==> config.mk <==
export PLATFORM = sky130hd
export DESIGN_NAME = systolic_column_drain_flat
export DESIGN_NICKNAME = d
export VERILOG_FILES = /design/src/rtl/systolic_column_drain_if.sv /design/src/rtl/systolic_column_drain.sv /design/src/flat_wrapper.sv
export SDC_FILE = /design/constraint.sdc
export NUM_CORES = 1
export LEC_CHECK = 0
export BUFFER_PORTS_ARGS = -buffer_cell sky130_fd_sc_hd__buf_4
export CORE_ASPECT_RATIO = 1.1
export CORE_MARGIN = 3
export CORE_UTILIZATION = 40
export DETAILED_ROUTE_END_ITERATION = 7
export GPL_ROUTABILITY_DRIVEN = 0
export MAX_ROUTING_LAYER = met4
export PLACE_DENSITY = 0.64
export SLEW_MARGIN = 20
export SYNTH_ARGS = -nofsm -noshare
export SYNTH_HDL_FRONTEND = slang
export SYNTH_SLANG_ARGS = --single-unit
export TNS_END_PERCENT = 30
==> constraint.sdc <==
create_clock -name clk_in -period 28.3 [get_ports clk_in]
set_input_delay 1.415 -clock clk_in [delete_from_list [all_inputs] [get_ports clk_in]]
set_output_delay 1.415 -clock clk_in [all_outputs]
set_load 0.02 [all_outputs]
==> src/rtl/systolic_column_drain_if.sv <==
// Bus between the systolic column drain and its neighbours.
//   - Upstream side: skewed column sums from the bottom row of the array.
//   - Downstream side: deskewed, saturated row vectors over valid/ready.
//   - Status side: sticky saturation and overflow flags, and a busy indication.
// The slave modport is the drain; the master modport is whoever surrounds it.
interface systolic_column_drain_if #(
  parameter int NUM_COLS          = 4,
  parameter int ACC_WIDTH         = 20,
  parameter int FIXED_POINT_WIDTH = 16
);
  logic                                  sums_valid_in;
  logic [NUM_COLS*ACC_WIDTH-1:0]         column_sums_in;
  logic                                  result_valid_out;
  logic                                  result_ready_in;
  logic [NUM_COLS*FIXED_POINT_WIDTH-1:0] result_data_out;
  logic                                  saturated_out;
  logic                                  overflow_out;
  logic                                  busy_out;

  modport slave (
    input  sums_valid_in,
    input  column_sums_in,
    input  result_ready_in,
    output result_valid_out,
    output result_data_out,
    output saturated_out,
    output overflow_out,
    output busy_out
  );

  modport master (
    output sums_valid_in,
    output column_sums_in,
    output result_ready_in,
    input  result_valid_out,
    input  result_data_out,
    input  saturated_out,
    input  overflow_out,
    input  busy_out
  );
endinterface

==> src/rtl/systolic_column_drain.sv <==
// Systolic column drain.
// Collects the bottom-row partial sums of a systolic array, removes the
// one-cycle-per-column skew, saturates each column to the fixed-point
// activation width and queues whole row vectors in a show-ahead FIFO.
//
// Optional feature macro: SYSTOLIC_DRAIN_RELU_EN
//   defined   -> negative column sums are forced to 0 before saturation, so
//                only positive clipping can raise the saturation flag.
//   undefined -> pure signed saturation.
//
// Timing for a row whose column 0 arrives with sums_valid_in at cycle t:
//   t .. t+NUM_COLS-1 : column j arrives at t+j and is delayed NUM_COLS-1-j
//                       cycles, so every column is aligned in cycle t+NUM_COLS-1
//   t+NUM_COLS        : saturated row sits in the saturation register and is
//                       written into the FIFO at the end of this cycle
//   t+NUM_COLS+1      : result_valid_out is high (empty FIFO, no bypass)
//
// Handshake: result_valid_out means the FIFO head holds a row vector and
// result_data_out shows it; the head is consumed on any rising clock edge where
// result_valid_out && result_ready_in. While valid is high and ready is low the
// head, and therefore result_data_out, does not change. There is no input-side
// backpressure: a row that reaches a full FIFO with no same-cycle pop is dropped
// and overflow_out latches high.
//
// FIXED_POINT_POSITION is informational only: input and output share the same
// fractional scale, so no shift is applied.
module systolic_column_drain #(
  parameter int NUM_COLS             = 4,
  parameter int ACC_WIDTH            = 20,
  parameter int FIXED_POINT_WIDTH    = 16,
  parameter int FIXED_POINT_POSITION = 10,
  parameter int FIFO_DEPTH           = 8
) (
  input logic                    clk_in,
  input logic                    rst_in,
  systolic_column_drain_if.slave bus
);

  localparam int FW = FIXED_POINT_WIDTH;
  localparam int RW = NUM_COLS * FW;
  localparam int AW = $clog2(FIFO_DEPTH);
  localparam int PW = AW + 1;

  // Saturation bounds expressed at the accumulator width.
  localparam logic signed [ACC_WIDTH-1:0] SAT_MAX =
    {{(ACC_WIDTH-FW+1){1'b0}}, {(FW-1){1'b1}}};
  localparam logic signed [ACC_WIDTH-1:0] SAT_MIN =
    {{(ACC_WIDTH-FW+1){1'b1}}, {(FW-1){1'b0}}};

  // ---------------------------------------------------------------------------
  // Deskew
  // ---------------------------------------------------------------------------
  logic [NUM_COLS-1:0]          valid_sr;
  logic                         aligned_valid;
  logic signed [ACC_WIDTH-1:0]  aligned [NUM_COLS];

  // Track row starts; bit k is high k+1 cycles after sums_valid_in.
  always_ff @(posedge clk_in or posedge rst_in) begin
    if (rst_in) begin
      valid_sr <= '0;
    end else begin
      valid_sr <= {valid_sr[NUM_COLS-2:0], bus.sums_valid_in};
    end
  end

  // Row is fully aligned NUM_COLS-1 cycles after its column 0 arrived.
  assign aligned_valid = valid_sr[NUM_COLS-2];

  for (genvar j = 0; j < NUM_COLS; j++) begin : g_col
    localparam int DEPTH = NUM_COLS - 1 - j;
    logic [ACC_WIDTH-1:0] col_now;
    assign col_now = bus.column_sums_in[j*ACC_WIDTH +: ACC_WIDTH];

    if (DEPTH == 0) begin : g_direct
      // The last column arrives already aligned.
      assign aligned[j] = col_now;
    end else begin : g_pipe
      logic [ACC_WIDTH-1:0] stage [DEPTH];

      // Delay column j by DEPTH cycles so it lines up with the last column.
      always_ff @(posedge clk_in or posedge rst_in) begin
        if (rst_in) begin
          for (int k = 0; k < DEPTH; k++) begin
            stage[k] <= '0;
          end
        end else begin
          stage[0] <= col_now;
          for (int k = 1; k < DEPTH; k++) begin
            stage[k] <= stage[k-1];
          end
        end
      end

      assign aligned[j] = stage[DEPTH-1];
    end
  end

  // ---------------------------------------------------------------------------
  // Saturation
  // ---------------------------------------------------------------------------
  logic signed [ACC_WIDTH-1:0] col_val [NUM_COLS];
  logic [RW-1:0]               sat_row_next;
  logic                        clip_any;
  logic                        sat_valid;
  logic [RW-1:0]               sat_row;
  logic                        saturated;

  // Clamp each aligned column to the signed output range and flag any clipping.
  always_comb begin
    sat_row_next = '0;
    clip_any     = 1'b0;
    for (int j = 0; j < NUM_COLS; j++) begin
      col_val[j] = aligned[j];
`ifdef SYSTOLIC_DRAIN_RELU_EN
      if (col_val[j] < 0) begin
        col_val[j] = '0;
      end
`endif
      if (col_val[j] > SAT_MAX) begin
        sat_row_next[j*FW +: FW] = {1'b0, {(FW-1){1'b1}}};
        clip_any                 = 1'b1;
      end else if (col_val[j] < SAT_MIN) begin
        sat_row_next[j*FW +: FW] = {1'b1, {(FW-1){1'b0}}};
        clip_any                 = 1'b1;
      end else begin
        sat_row_next[j*FW +: FW] = col_val[j][FW-1:0];
      end
    end
  end

  // Register the saturated row; clipping is only counted for real rows.
  always_ff @(posedge clk_in or posedge rst_in) begin
    if (rst_in) begin
      sat_valid <= 1'b0;
      sat_row   <= '0;
      saturated <= 1'b0;
    end else begin
      sat_valid <= aligned_valid;
      if (aligned_valid) begin
        sat_row <= sat_row_next;
      end
      if (aligned_valid && clip_any) begin
        saturated <= 1'b1;
      end
    end
  end

  // ---------------------------------------------------------------------------
  // Row FIFO (show-ahead)
  // ---------------------------------------------------------------------------
  logic [RW-1:0] mem [FIFO_DEPTH];
  logic [PW-1:0] wr_ptr;
  logic [PW-1:0] rd_ptr;
  logic          fifo_full;
  logic          fifo_empty;
  logic          pop;
  logic          push;
  logic          drop;
  logic          overflow;

  // Pointers carry one extra wrap bit to tell full from empty.
  assign fifo_empty = (wr_ptr == rd_ptr);
  assign fifo_full  = (wr_ptr[AW] != rd_ptr[AW]) &&
                      (wr_ptr[AW-1:0] == rd_ptr[AW-1:0]);
  assign pop  = !fifo_empty && bus.result_ready_in;
  // A full FIFO still takes a row when the head leaves in the same cycle.
  assign push = sat_valid && (!fifo_full || pop);
  assign drop = sat_valid && fifo_full && !pop;

  // Storage; cleared on reset so the idle output reads as zero.
  always_ff @(posedge clk_in or posedge rst_in) begin
    if (rst_in) begin
      for (int i = 0; i < FIFO_DEPTH; i++) begin
        mem[i] <= '0;
      end
    end else if (push) begin
      mem[wr_ptr[AW-1:0]] <= sat_row;
    end
  end

  // Pointer and sticky overflow bookkeeping.
  always_ff @(posedge clk_in or posedge rst_in) begin
    if (rst_in) begin
      wr_ptr   <= '0;
      rd_ptr   <= '0;
      overflow <= 1'b0;
    end else begin
      if (push) begin
        wr_ptr <= wr_ptr + PW'(1);
      end
      if (pop) begin
        rd_ptr <= rd_ptr + PW'(1);
      end
      if (drop) begin
        overflow <= 1'b1;
      end
    end
  end

  // ---------------------------------------------------------------------------
  // Outputs
  // ---------------------------------------------------------------------------
  assign bus.result_valid_out = !fifo_empty;
  assign bus.result_data_out  = mem[rd_ptr[AW-1:0]];
  assign bus.saturated_out    = saturated;
  assign bus.overflow_out     = overflow;
  assign bus.busy_out         = (|valid_sr) | sat_valid;

endmodule

==> src/flat_wrapper.sv <==
// flat-port wrapper written by rule: the top's interface ports become plain ports
module systolic_column_drain_flat 
#(
  parameter int NUM_COLS             = 4,
  parameter int ACC_WIDTH            = 20,
  parameter int FIXED_POINT_WIDTH    = 16,
  parameter int FIXED_POINT_POSITION = 10,
  parameter int FIFO_DEPTH           = 8
)
  (clk_in, rst_in, bus_sums_valid_in, bus_column_sums_in, bus_result_ready_in, bus_result_valid_out, bus_result_data_out, bus_saturated_out, bus_overflow_out, bus_busy_out);
  systolic_column_drain_if #(.NUM_COLS(NUM_COLS), .ACC_WIDTH(ACC_WIDTH), .FIXED_POINT_WIDTH(FIXED_POINT_WIDTH)) bus_i ();
  input logic clk_in;
  input logic rst_in;
  input wire logic [$bits(bus_i.sums_valid_in)-1:0] bus_sums_valid_in;
  input wire logic [$bits(bus_i.column_sums_in)-1:0] bus_column_sums_in;
  input wire logic [$bits(bus_i.result_ready_in)-1:0] bus_result_ready_in;
  output wire logic [$bits(bus_i.result_valid_out)-1:0] bus_result_valid_out;
  output wire logic [$bits(bus_i.result_data_out)-1:0] bus_result_data_out;
  output wire logic [$bits(bus_i.saturated_out)-1:0] bus_saturated_out;
  output wire logic [$bits(bus_i.overflow_out)-1:0] bus_overflow_out;
  output wire logic [$bits(bus_i.busy_out)-1:0] bus_busy_out;
  assign bus_i.sums_valid_in = bus_sums_valid_in;
  assign bus_i.column_sums_in = bus_column_sums_in;
  assign bus_i.result_ready_in = bus_result_ready_in;
  assign bus_result_valid_out = bus_i.result_valid_out;
  assign bus_result_data_out = bus_i.result_data_out;
  assign bus_saturated_out = bus_i.saturated_out;
  assign bus_overflow_out = bus_i.overflow_out;
  assign bus_busy_out = bus_i.busy_out;
  systolic_column_drain #(.NUM_COLS(NUM_COLS), .ACC_WIDTH(ACC_WIDTH), .FIXED_POINT_WIDTH(FIXED_POINT_WIDTH), .FIXED_POINT_POSITION(FIXED_POINT_POSITION), .FIFO_DEPTH(FIFO_DEPTH)) u_core (.clk_in(clk_in), .rst_in(rst_in), .bus(bus_i));
endmodule
# Yosys cells after proc, flatten, opt, wreduce, memory -nomap -nowiden
# Index checks and enable logic that the tools add are counted.
# totals
register_bits	711
latch_bits	0
mem_bits_rw	0
rom_bits	0
word_cells	74
memories	0
# classes
add_sub_neg	2
n_mul	0
div	0
order_cmp	11
eq_ne	3
n_shift	0
mux	22
bitwise	3
n_reduce_logical	12
# ops
cell	count
$bwmux 512	1
$bmux 64 s3	1
$demux 64 s3	1
$mux 64	3
$mux 16	8
$gt 20x16->1 const B	4
$lt 20x16->1 const B	4
$add 4x1->4 const B	2
$ge 4x4->1 const B	2
$mux 1	8
$not 3->4	2
$logic_and 1x1->1	7
$eq 4x4->1	1
$lt 4x1->1 const B	1
$reduce_or 4->1	1
$eq 3x3->1	1
$logic_not 1->1	3
$logic_or 1x1->1	1
$ne 1x1->1	1
$or 1x1->1	1

# Logic depth before layout (Yosys ltp)
# depth
depth_word	10
depth_mapped	7
depth_no_buf	4

# Worst setup path after synthesis
# Ideal clock, no wire load.
# synth_path
kind	reg2out
start	register u_core.rd_ptr[0]
end	output bus_result_data_out[0]
arrival_time_ps	1929
path_slack_ps	24956
stages_incl_launch_ff	6
cell_sequence	dfrtp_1 -> clkbuf_1 -> clkbuf_1 -> buf_2 -> mux4_2 -> mux2_2
# synth_between
elab_chain_cells	4
# synth_rtl
item	line_no	source
start: declaration	systolic_column_drain.sv:153	logic [PW-1:0] rd_ptr;
start signal: assignment	systolic_column_drain.sv:192	rd_ptr <= rd_ptr + PW'(1);
$not 3->4 (not written as such)	systolic_column_drain.sv:204	assign bus.result_data_out = mem[rd_ptr[AW-1:0]];
$bmux 64 s3	systolic_column_drain.sv:204	
$mux 64 (not written as such) (2 in series)	systolic_column_drain.sv:204	
end: declaration	flat_wrapper.sv:18	output wire logic [$bits(bus_i.result_data_out)-1:0] bus_result_data_out;
# No other way between the ends. The select of a mux whose other input is x is not followed.

# Worst setup path in the final report
# layout_path
start	register u_core.rd_ptr[0]
end	output bus_result_data_out[19]
# The elaborated chain is that of the path after synthesis.

==> run summary <==
Post-Place Worst Slack -> 23.09 ns
drt first-iter violations -> 1,491
wire length of the first global-routing pass -> 124,000 µm
number of cells after detailed placement -> 2,927
xor and xnor area share after synthesis -> 0.387%
count leader, synth -> sky130_fd_sc_hd__dfrtp_1
hpwl dp -> 41,500 µm
Hold Buf Count CTS -> 0
net switching power -> 0.00148 W
synthesized net count -> 2,067
crit path cell chain -> buf_4 -> buf_4 -> mux4_2 -> mux2_2 -> buf_4
syn_area_per_cell -> 14.8 µm²
total of cells resized after clock tree synthesis -> 0
overall track demand over capacity in global routing -> 21.3%
worst hold-check path type -> reg2reg
post-synth cell types -> 40
Post-DRT Antenna Nets -> 0
average via count per standard cell -> 6.04
Top delay family on crit path -> buffers and inverters
Buffers on Ports -> 151
count of unresolved DRC violations after routing -> 0
Row Count -> 103
Final Total Pwr -> 0.00424 W
relative contribution of the clock network to total power -> 23.0%
cell at the root of the clock tree -> sky130_fd_sc_hd__clkbuf_16
Routed Wire Length -> 79,000 µm
number of endpoints failing setup at the final stage -> 0
gr busiest metal -> met2
Cell Pwr Density -> 126 nW/µm²
clk buf depth -> 3
global routing met2 resource utilization -> 32.4%
router iterations before antenna repair -> 5
synth top area cells -> sky130_fd_sc_hd__dfrtp_1 (60%), sky130_fd_sc_hd__o2bb2ai_1 (14%), sky130_fd_sc_hd__mux4_2 (9.8%)
number of warnings printed during yosys synthesis -> 0
die outline area -> 76,800 µm²
max-slew violation count -> 0
WL per Instance -> 25.8 µm
Top Ports -> 152
RSZ-0062 raised after global routing -> false
number of maximum-capacitance constraint violations -> 0
register bit count reported by yosys -> 710
remaining max-slew budget at the tightest pin -> 20.3%
Clock Skew -> 0.0261 ns
Reg area -> 17,800 µm²
most used cell along the critical path -> sky130_fd_sc_hd__buf_4
via count of the first global-routing pass -> 19,800
total area of multi-input combinational cells -> 10,500 µm²
post-synthesis compound-gate area fraction -> 19.7%
Final period util -> 18.8%
maximum number of pins on one net before global-route repair -> 162
static leakage power -> 14.0 nW
total via count in the routed design -> 18,500
CTS Buf Count -> 73
share of synthesized area spent on multiplexers -> 12.5%
transition at the pin with the smallest max-transition slack -> 1.20 ns
adder-cell area share of the yosys netlist -> 0.0851%
Slowest cell on crit path -> sky130_fd_sc_hd__buf_4
Setup Crit Path Kind -> reg2out
TritonCTS clock tree -> built
H-tree Lvls -> 3
post-route insts no fill -> 3,057
number of setup buffers added after CTS -> 0
element type at the critical path start -> flip-flop
Critical Path Max Stage Delay -> 0.82 ns
required time worst endpoint -> 26.89 ns
Synth Area in Simple Gates -> 2.79%
switch share -> 34.9%
Critical Path Sink Type -> output port
top post-synthesis cells by count -> sky130_fd_sc_hd__dfrtp_1 (710), sky130_fd_sc_hd__o2bb2ai_1 (461), sky130_fd_sc_hd__mux4_2 (128)
largest area contributor in the synthesized netlist -> sky130_fd_sc_hd__dfrtp_1
final worst setup slack -> 22.97 ns
total of fill cells in the finished design -> 6,210
post-route setup TNS -> 0 ns
hold slack final -> 0.341 ns
area share of the largest cell type after synthesis -> 60.5%
effective utilization at floorplan -> 40.6%
GR Layer Usage met1 -> 29.3%
fraction of final layout cells with drive strength greater than 1 -> 27.0%
Core ar. -> 72,300 µm²
Max Freq -> 0.188 GHz
global routing met3 resource utilization -> 3.55%
total number of clock tree sinks -> 710
Internal Power -> 0.00276 W
combinational cell fraction of total power -> 38.3%
Net count, final -> 2,143
predominant post-synthesis flop cell -> sky130_fd_sc_hd__dfrtp_1
maximum vdd drop -> 0.0787 mV
status -> complete, no violations
clock insertion delay at the later pin of the skew report -> 0.61 ns
combinational family with the most area after synthesis -> compound AO/OA/AOI/OAI gates
layout overhead on the synthesized area -> 14.3%
post-CTS clock slew at the launch and capture registers of the worst setup and hold paths -> 0.06 ns
relative contribution of sequential cells to total power -> 38.6%
synthesized instance count -> 1,981
top fanout value on the critical path -> 42
post-route minimum period -> 5.33 ns
number of synthesized flops with an enable pin -> 0
data arrival time of the worst path -> 3.92 ns
share of flip-flops with an asynchronous set or reset after synthesis -> 100%
sequential share of the synthesized area -> 60.5%
Buf/Inv on CP -> 3
initial antenna violation count -> 3
number of hold violations in the final report -> 0
total standard cell area after synthesis -> 29,400 µm²
Die Wd -> 264 µm
overflow left after global routing -> 0
height of the chip -> 290 µm
cell type report:
cell class,instances,share of cell area (%)
flip-flops and latches,710,52.9
diodes,3,0.0223
well taps,945,3.52
clock buffers,111,6.74
clock inverters,16,0.540
inverters,63,0.741
multi-input cells,1023,31.2
repair buffers,186,4.33
path summary, 6_finish.rpt:
check	from	to	slack, ns	depth (start not counted)
worst min-delay path	u_core.g_col[0].g_pipe.stage[39]	u_core.aligned[79]	0.34	0
min in group asynchronous	rst_in	u_core.g_col[0].g_pipe.stage[24]	0.92	2
max in group asynchronous	rst_in	u_core.mem[154]	24.33	5
worst min register to register	u_core.g_col[0].g_pipe.stage[39]	u_core.aligned[79]	0.34	0
worst max-delay path	u_core.rd_ptr[0]	bus_result_data_out[19]	22.97	5
worst max register to register	u_core.rd_ptr[0]	u_core.mem[474]	23.78	7
power by group through the flow:
stage | Combinational (W) | Clock [W] | Sequential, W
2_1_floorplan | 0.00121 | 0 | 0.00153
3_3_place_gp | 0.00161 | 0 | 0.00162
3_5_place_dp | 0.00164 | 0 | 0.00163
4_1_cts | 0.00164 | 0.000997 | 0.00163
5_1_grt | 0.00173 | 0.00104 | 0.00167
6_report | 0.00162 | 0.000976 | 0.00164
kinds of logic (layout without fill, tap and decap cells):
family / after synthesis / in the layout
buf+inv: 248 / 376
mux: 199 / 199
flops: 710 / 710
simple gates: 160 / 160
fa+ha+maj: 2 / 2
xor+xnor: 10 / 10
compound gates: 652 / 652
other cells: 0 / 3
placed cells by master (no fill, tap or decap), types with 12 or more instances in the layout:
cell | synthesis | final
sky130_fd_sc_hd__buf_4 | 0 | 180
sky130_fd_sc_hd__clkbuf_1 | 60 | 12
sky130_fd_sc_hd__clkbuf_16 | 0 | 76
sky130_fd_sc_hd__clkbuf_8 | 0 | 23
sky130_fd_sc_hd__dfrtp_1 | 710 | 705
sky130_fd_sc_hd__inv_1 | 63 | 62
sky130_fd_sc_hd__mux2_2 | 70 | 70
sky130_fd_sc_hd__mux4_2 | 128 | 128
sky130_fd_sc_hd__nand2_1 | 68 | 68
sky130_fd_sc_hd__nand2b_1 | 64 | 64
sky130_fd_sc_hd__o211ai_1 | 64 | 64
sky130_fd_sc_hd__o21ai_0 | 61 | 61
sky130_fd_sc_hd__o2bb2ai_1 | 461 | 461
sky130_fd_sc_hd__o2bb2ai_2 | 51 | 51
sequential cells by signal, summed over array words and instances (netlist names):
register and flops:
u_core.bus.overflow_out 1, u_core.bus.saturated_out 1, u_core.rd_ptr 4, u_core.g_col.g_pipe.stage 80, u_core.sat_row 64, u_core.mem 512, u_core.valid_sr 3, u_core.aligned 40
u_core.sat_valid 1, u_core.wr_ptr 4
metal layers:
| metal | part of all wire (%) | up-vias |
|---|---|---|
| met5 | 0 | - |
| met4 | 2.5 | 0 |
| met3 | 6.4 | 131 |
| met2 | 47 | 698 |
| met1 | 44 | 9872 |
| li1 | - | 7760 |
per-stage QoR:
step / util, % / area (µm²)
floorplan: - / 29400
global placement: 43.1 / 31100
detailed placement: 43.1 / 31100
CTS: 46.5 / 33600
global route: 46.5 / 33600
finish: 46.5 / 33600
No activity file was read; power rests on OpenSTA's default activity.
